===== src/rtl/rr_arbiter.sv =====
`timescale 1ns/1ps
`default_nettype none
// ============================================================================
//  Module      : rr_arbiter
//  Description : N-requester hold-until-release arbiter with fixed-priority or
//                round-robin selection and optional hold-timeout preemption.
//  Revision    : 1.0 - initial release
// ============================================================================
module rr_arbiter #(
    parameter int N        = 4,
    parameter int RR       = 1,
    parameter int MAX_HOLD = 0,
    parameter int HW       = 8,
    localparam int IW      = (N > 2) ? $clog2(N) : 1
) (
    input  logic          clk,
    input  logic          rst,
    input  logic [N-1:0]  req,
    output logic [N-1:0]  gnt,
    output logic          gnt_valid,
    output logic [IW-1:0] gnt_id,
    output logic          preempt
);

    localparam logic [0:0]    c_idle     = 1'b0;
    localparam logic [0:0]    c_busy     = 1'b1;
    localparam logic [N-1:0]  c_one      = N'(1);
    localparam logic [HW-1:0] c_max_hold = HW'(MAX_HOLD);
    localparam logic [IW-1:0] c_last     = IW'(N - 1);

    logic [0:0]    r_state;
    logic [IW-1:0] r_ptr;
    logic [HW-1:0] r_hold;
    logic [N-1:0]  r_mask;
    logic [N-1:0]  r_gnt;
    logic          r_gnt_valid;
    logic [IW-1:0] r_gnt_id;
    logic          r_preempt;

    logic [N-1:0]  w_elig;
    logic [IW-1:0] w_base;
    logic [IW-1:0] w_win;
    logic          w_found;
    logic [IW-1:0] w_next_ptr;
    logic          w_own_req;
    logic          w_others;
    logic          w_timeout;
    int            w_idx;

    assign w_elig = req & ~r_mask;

    // Fixed priority is a rotating scan that always starts at index 0.
    if (RR != 0) begin : g_rr_base
        assign w_base = r_ptr;
    end else begin : g_fixed_base
        assign w_base = '0;
    end

    always_comb begin
        w_found = 1'b0;
        w_win   = '0;
        w_idx   = 0;
        for (int k = 0; k < N; k++) begin
            w_idx = int'(w_base) + k;
            if (w_idx >= N) begin
                w_idx = w_idx - N;
            end
            if (!w_found && w_elig[w_idx[IW-1:0]]) begin
                w_found = 1'b1;
                w_win   = w_idx[IW-1:0];
            end
        end
    end

    assign w_next_ptr = (w_win == c_last) ? '0 : w_win + IW'(1);
    assign w_own_req  = req[r_gnt_id];
    assign w_others   = |(req & ~r_gnt);
    // Release is checked first in the BUSY branch, so a same-cycle drop wins.
    assign w_timeout  = (c_max_hold != '0) && (r_hold >= c_max_hold)
                        && w_own_req && w_others;

    always_ff @(posedge clk) begin
        if (rst) begin
            r_state     <= c_idle;
            r_ptr       <= '0;
            r_hold      <= '0;
            r_mask      <= '0;
            r_gnt       <= '0;
            r_gnt_valid <= 1'b0;
            r_gnt_id    <= '0;
            r_preempt   <= 1'b0;
        end else begin
            r_preempt <= 1'b0;
            case (r_state)
                c_idle: begin
                    r_mask <= '0;
                    if (w_found) begin
                        r_gnt       <= c_one << w_win;
                        r_gnt_id    <= w_win;
                        r_gnt_valid <= 1'b1;
                        r_hold      <= HW'(1);
                        r_ptr       <= w_next_ptr;
                        r_state     <= c_busy;
                    end
                end
                c_busy: begin
                    if (!w_own_req) begin
                        r_gnt       <= '0;
                        r_gnt_valid <= 1'b0;
                        r_gnt_id    <= '0;
                        r_hold      <= '0;
                        r_state     <= c_idle;
                    end else if (w_timeout) begin
                        r_gnt       <= '0;
                        r_gnt_valid <= 1'b0;
                        r_gnt_id    <= '0;
                        r_hold      <= '0;
                        r_mask      <= c_one << r_gnt_id;
                        r_preempt   <= 1'b1;
                        r_state     <= c_idle;
                    end else if (r_hold != '1) begin
                        r_hold <= r_hold + HW'(1);
                    end
                end
                default: begin
                    r_state <= c_idle;
                end
            endcase
        end
    end

    assign gnt       = r_gnt;
    assign gnt_valid = r_gnt_valid;
    assign gnt_id    = r_gnt_id;
    assign preempt   = r_preempt;

endmodule
`default_nettype wire


===== config.mk =====
export PLATFORM = sky130hd
export DESIGN_NAME = rr_arbiter
export DESIGN_NICKNAME = d
export VERILOG_FILES = /design/src/rtl/rr_arbiter.sv
export SDC_FILE = /design/constraint.sdc
export NUM_CORES = 1
export LEC_CHECK = 0
export ABC_AREA = 1
export BUFFER_PORTS_ARGS = -buffer_cell sky130_fd_sc_hd__buf_2
export CAP_MARGIN = 20
export CELL_PAD_IN_SITES_DETAIL_PLACEMENT = 0
export CELL_PAD_IN_SITES_GLOBAL_PLACEMENT = 1
export CORE_AREA = 2 2 49 51
export CTS_BUF_LIST = sky130_fd_sc_hd__clkbuf_16
export DETAILED_ROUTE_END_ITERATION = 10
export DIE_AREA = 0 0 51 53
export GPL_ROUTABILITY_DRIVEN = 1
export GPL_TIMING_DRIVEN = 0
export PLACE_DENSITY = 0.76
export SYNTH_ARGS = -nofsm -noshare
export SYNTH_HDL_FRONTEND = slang
export SYNTH_SLANG_ARGS = --single-unit
export TNS_END_PERCENT = 1

===== constraint.sdc =====
create_clock -name clk -period 2.14 [get_ports clk]
set_clock_uncertainty 0.15 [all_clocks]
set_input_delay 0.214 -clock clk [delete_from_list [all_inputs] [get_ports clk]]
set_output_delay 0.214 -clock clk [all_outputs]
set_load 0.1 [all_outputs]

==> impl_metrics.xml <==
<?xml version="1.0" encoding="UTF-8"?>
<metrics>
  <group name="run">
    <metric name="total_of_max_cap_violations" unit="">0</metric>
  </group>
  <group name="clock_tree">
    <metric name="tritoncts_num_sinks" unit="">10</metric>
    <metric name="clk_root_buffer_cell" unit="">sky130_fd_sc_hd__clkbuf_16</metric>
    <metric name="cts-buffers-inserted" unit="">3</metric>
    <metric name="worstSkewPairLatency" unit="ns">0.24</metric>
    <metric name="cts_tree" unit="">done</metric>
    <metric name="holdBufCountCts" unit="">0</metric>
    <metric name="worst_setup_hold_path_clk_slew" unit="ns">0.04</metric>
    <metric name="clk_path_buf_depth" unit="">2</metric>
    <metric name="clock_tree.htree_level_count" unit="">1</metric>
  </group>
  <group name="global_route">
    <metric name="met1_routing_resource_usage_after_global_routing" unit="%">16.4</metric>
    <metric name="grt_max_degree" unit="">10</metric>
    <metric name="grt_pass1_vias" unit="">696</metric>
    <metric name="antenna_found_initial" unit="">0</metric>
    <metric name="busiest_layer" unit="">met2</metric>
    <metric name="use_met2" unit="%">26.4</metric>
    <metric name="met3_track_demand_over_resource_in_global_routing" unit="%">1.98</metric>
    <metric name="overflow" unit="">0</metric>
    <metric name="global_route.usage.total" unit="%">14.4</metric>
    <metric name="grt_pass1_wl" unit="um">2880</metric>
  </group>
  <group name="detailed_routing">
    <metric name="via_count" unit="">714</metric>
    <metric name="drt_pass1_iterations" unit="">4</metric>
    <metric name="detail_route.iter0.violations" unit="">4</metric>
    <metric name="totalWireLength" unit="um">1640</metric>
    <metric name="final_antenna_net_count" unit="">0</metric>
    <metric name="post_drt_via_cell_ratio" unit="">4.67</metric>
    <metric name="drcViolationCount" unit="">0</metric>
    <metric name="avgRoutedWirePerCell" unit="um">10.7</metric>
  </group>
  <group name="sta">
    <metric name="post_route_minimum_period" unit="ns">2.00</metric>
    <metric name="final_hold_viol_count" unit="">0</metric>
    <metric name="finalSetupViolCount" unit="">0</metric>
    <metric name="setup_tns" unit="ns">0</metric>
    <metric name="final-max-slew-violation-count" unit="">0</metric>
    <metric name="max_clock_freq" unit="MHz">501</metric>
    <metric name="layout_worst_path_cycle_share" unit="%">93.3</metric>
  </group>
  <group name="setup_path">
    <metric name="criticalPathCategory" unit="">reg -&gt; reg</metric>
    <metric name="critical_path.max_fanout" unit="">9</metric>
    <metric name="worstSetupStartpointType" unit="">register</metric>
    <metric name="critical_path_origin" unit="">r_ptr[0]</metric>
    <metric name="crit_required" unit="ns">2.12</metric>
    <metric name="kind_of_capture_point_of_the_worst_setup_path" unit="">register</metric>
    <metric name="critPathArrivalTime" unit="ns">1.97</metric>
    <metric name="r2r_path_start" unit="">r_ptr[0]</metric>
  </group>
  <group name="synthesis">
    <metric name="mappedNetlistNets" unit="">119</metric>
    <metric name="synth_cells" unit="">109</metric>
    <metric name="ys_ff_latch" unit="">10</metric>
    <metric name="post_synth_num_cell_types" unit="">24</metric>
    <metric name="post_synth.cell_area_avg" unit="um^2">7.09</metric>
    <metric name="synth.yosys.warnings" unit="">0</metric>
    <metric name="seq_area_frac_synth" unit="%">25.9</metric>
    <metric name="netlist_area" unit="um^2">773</metric>
  </group>
  <group name="cells_and_area">
    <metric name="design.final.nets" unit="">136</metric>
    <metric name="ant_cells" unit="">0</metric>
    <metric name="layout-drive-gt1-share" unit="%">32.0</metric>
    <metric name="syn2layout_area_growth" unit="%">24.3</metric>
  </group>
  <group name="floorplan">
    <metric name="io_pins" unit="">14</metric>
    <metric name="fp.dieH" unit="um">53</metric>
    <metric name="floorplan.die_area" unit="um^2">2700</metric>
    <metric name="row_count" unit="">17</metric>
    <metric name="start_util" unit="%">36.0</metric>
    <metric name="die_x" unit="um">51</metric>
    <metric name="core_area" unit="um^2">2150</metric>
  </group>
  <group name="placed_design">
    <metric name="io_buffer_count" unit="">11</metric>
    <metric name="dp_hpwl" unit="um">1210</metric>
    <metric name="gp_routability_congestion" unit="">0.714</metric>
  </group>
  <group name="hold_path">
    <metric name="min_from" unit="">rst</metric>
    <metric name="worstHoldPathType" unit="">in -&gt; reg</metric>
  </group>
  <group name="outcome">
    <metric name="status" unit="">complete, no violations</metric>
  </group>
</metrics>
-- layout make-up --
cell class | count | area, um^2
sequential | 10 | 200
fill | 224 | 1190
timing repair buffer | 12 | 62.6
tap | 28 | 35.0
multi-input combinational | 81 | 495
clock inverter | 1 | 3.75
buffer | 3 | 22.5
inverter | 15 | 66.3
clock buffer | 3 | 75.1
-- registers in the layout (all words and copies together), names as in the netlist --
name,count
gnt_valid,1
gnt_id,2
gnt,4
r_state,1
r_ptr,2
-- stage by stage --
stage               util (%)  hold WS [ns]  area [um^2]  cells  worst slack [ns]
detailed placement      40.2         0.322          863    148             0.142
global route            44.7         0.217          961    153           -0.0141
CTS                     43.9         0.181          942    152            0.0951
finish                  44.7         0.170          961    153             0.144
global placement        40.2         0.314          863    148             0.148
floorplan                  -         0.335          773    109             0.215
-- cells in the mapped netlist (all sizes together) --
cell type / count / share of area, %
buf: 3 / 2.9
nand3: 15 / 11
o21ai: 2 / 1.3
inv: 15 / 8.6
nand2: 42 / 28
o211ai: 2 / 1.9
nor2: 4 / 4.0
conb: 1 / 0.48
nand4: 1 / 0.81
ha: 4 / 6.5
dfxtp: 10 / 26
nand3b: 1 / 2.6
a21oi: 9 / 6.3
-- final timing paths --
check,endpoint,depth (start not counted),slack (ns)
setup / recovery,r_ptr[1],12,0.14
hold / removal,gnt_valid,2,0.17
setup reg to reg,r_ptr[1],12,0.14
hold reg to reg,gnt[2],2,0.33
-- logic make-up after synthesis --
group                    Yosys count  share of synthesized area [%]
AO/OA/AOI/OAI                     13                           9.55
AND/OR/NAND/NOR                   63                           46.1
adder cells (fa/ha/maj)            4                           6.47
buffers and inverters             18                           11.5
flip-flops                        10                           25.9
other                              1                          0.485
-- routing by layer --
layer | wire, um | share of wire, % | vias to the layer above
met5 | 0 | 0 | -
met4 | 27 | 1.6 | 0
met3 | 61 | 3.7 | 3
met2 | 834 | 51 | 15
met1 | 713 | 44 | 320
li1 | - | - | 376
-- critical path, stage by stage (launching register included) --
cell                       delay, ns
sky130_fd_sc_hd__dfxtp_1        0.30
sky130_fd_sc_hd__buf_6          0.14
sky130_fd_sc_hd__inv_6          0.07
sky130_fd_sc_hd__nand2_2        0.05
sky130_fd_sc_hd__nand3_1        0.10
sky130_fd_sc_hd__nand2_2        0.11
sky130_fd_sc_hd__nor2_8         0.14
sky130_fd_sc_hd__nand3b_4       0.13
sky130_fd_sc_hd__nand2_2        0.12
sky130_fd_sc_hd__inv_1          0.06
sky130_fd_sc_hd__ha_1           0.31
sky130_fd_sc_hd__o21ai_2        0.14
sky130_fd_sc_hd__a21oi_1        0.05
-- repair_timing --
action                                  CTS  global route
buffers inserted                          0             1
endpoints found under the setup margin    0             1
gates resized for setup                   0             4
-- cell usage in the layout (no fill, tap or decap) --
master / n
sky130_fd_sc_hd__nor2_8: 1
sky130_fd_sc_hd__nand2_8: 1
sky130_fd_sc_hd__buf_6: 1
sky130_fd_sc_hd__inv_6: 2
sky130_fd_sc_hd__nand3_1: 13
sky130_fd_sc_hd__nand2_1: 28
sky130_fd_sc_hd__a21oi_2: 1
sky130_fd_sc_hd__dfxtp_1: 10
sky130_fd_sc_hd__nand3b_4: 1
sky130_fd_sc_hd__clkinv_1: 1
sky130_fd_sc_hd__inv_2: 1
sky130_fd_sc_hd__buf_4: 2
sky130_fd_sc_hd__o21ai_2: 1
sky130_fd_sc_hd__conb_1: 1
sky130_fd_sc_hd__a21oi_1: 8
sky130_fd_sc_hd__inv_1: 12
sky130_fd_sc_hd__ha_1: 4
sky130_fd_sc_hd__buf_1: 1
sky130_fd_sc_hd__nand4_1: 1
sky130_fd_sc_hd__clkbuf_16: 3
sky130_fd_sc_hd__nor2_1: 3
sky130_fd_sc_hd__nand2_4: 3
sky130_fd_sc_hd__nand2_2: 10
sky130_fd_sc_hd__buf_2: 11
sky130_fd_sc_hd__nand3_2: 2
sky130_fd_sc_hd__o21ai_0: 1
sky130_fd_sc_hd__o211ai_1: 2
Power is left out: the tool's default activity adds up to more than one toggle a clock period on the data nets, which glitch-free logic cannot reach.
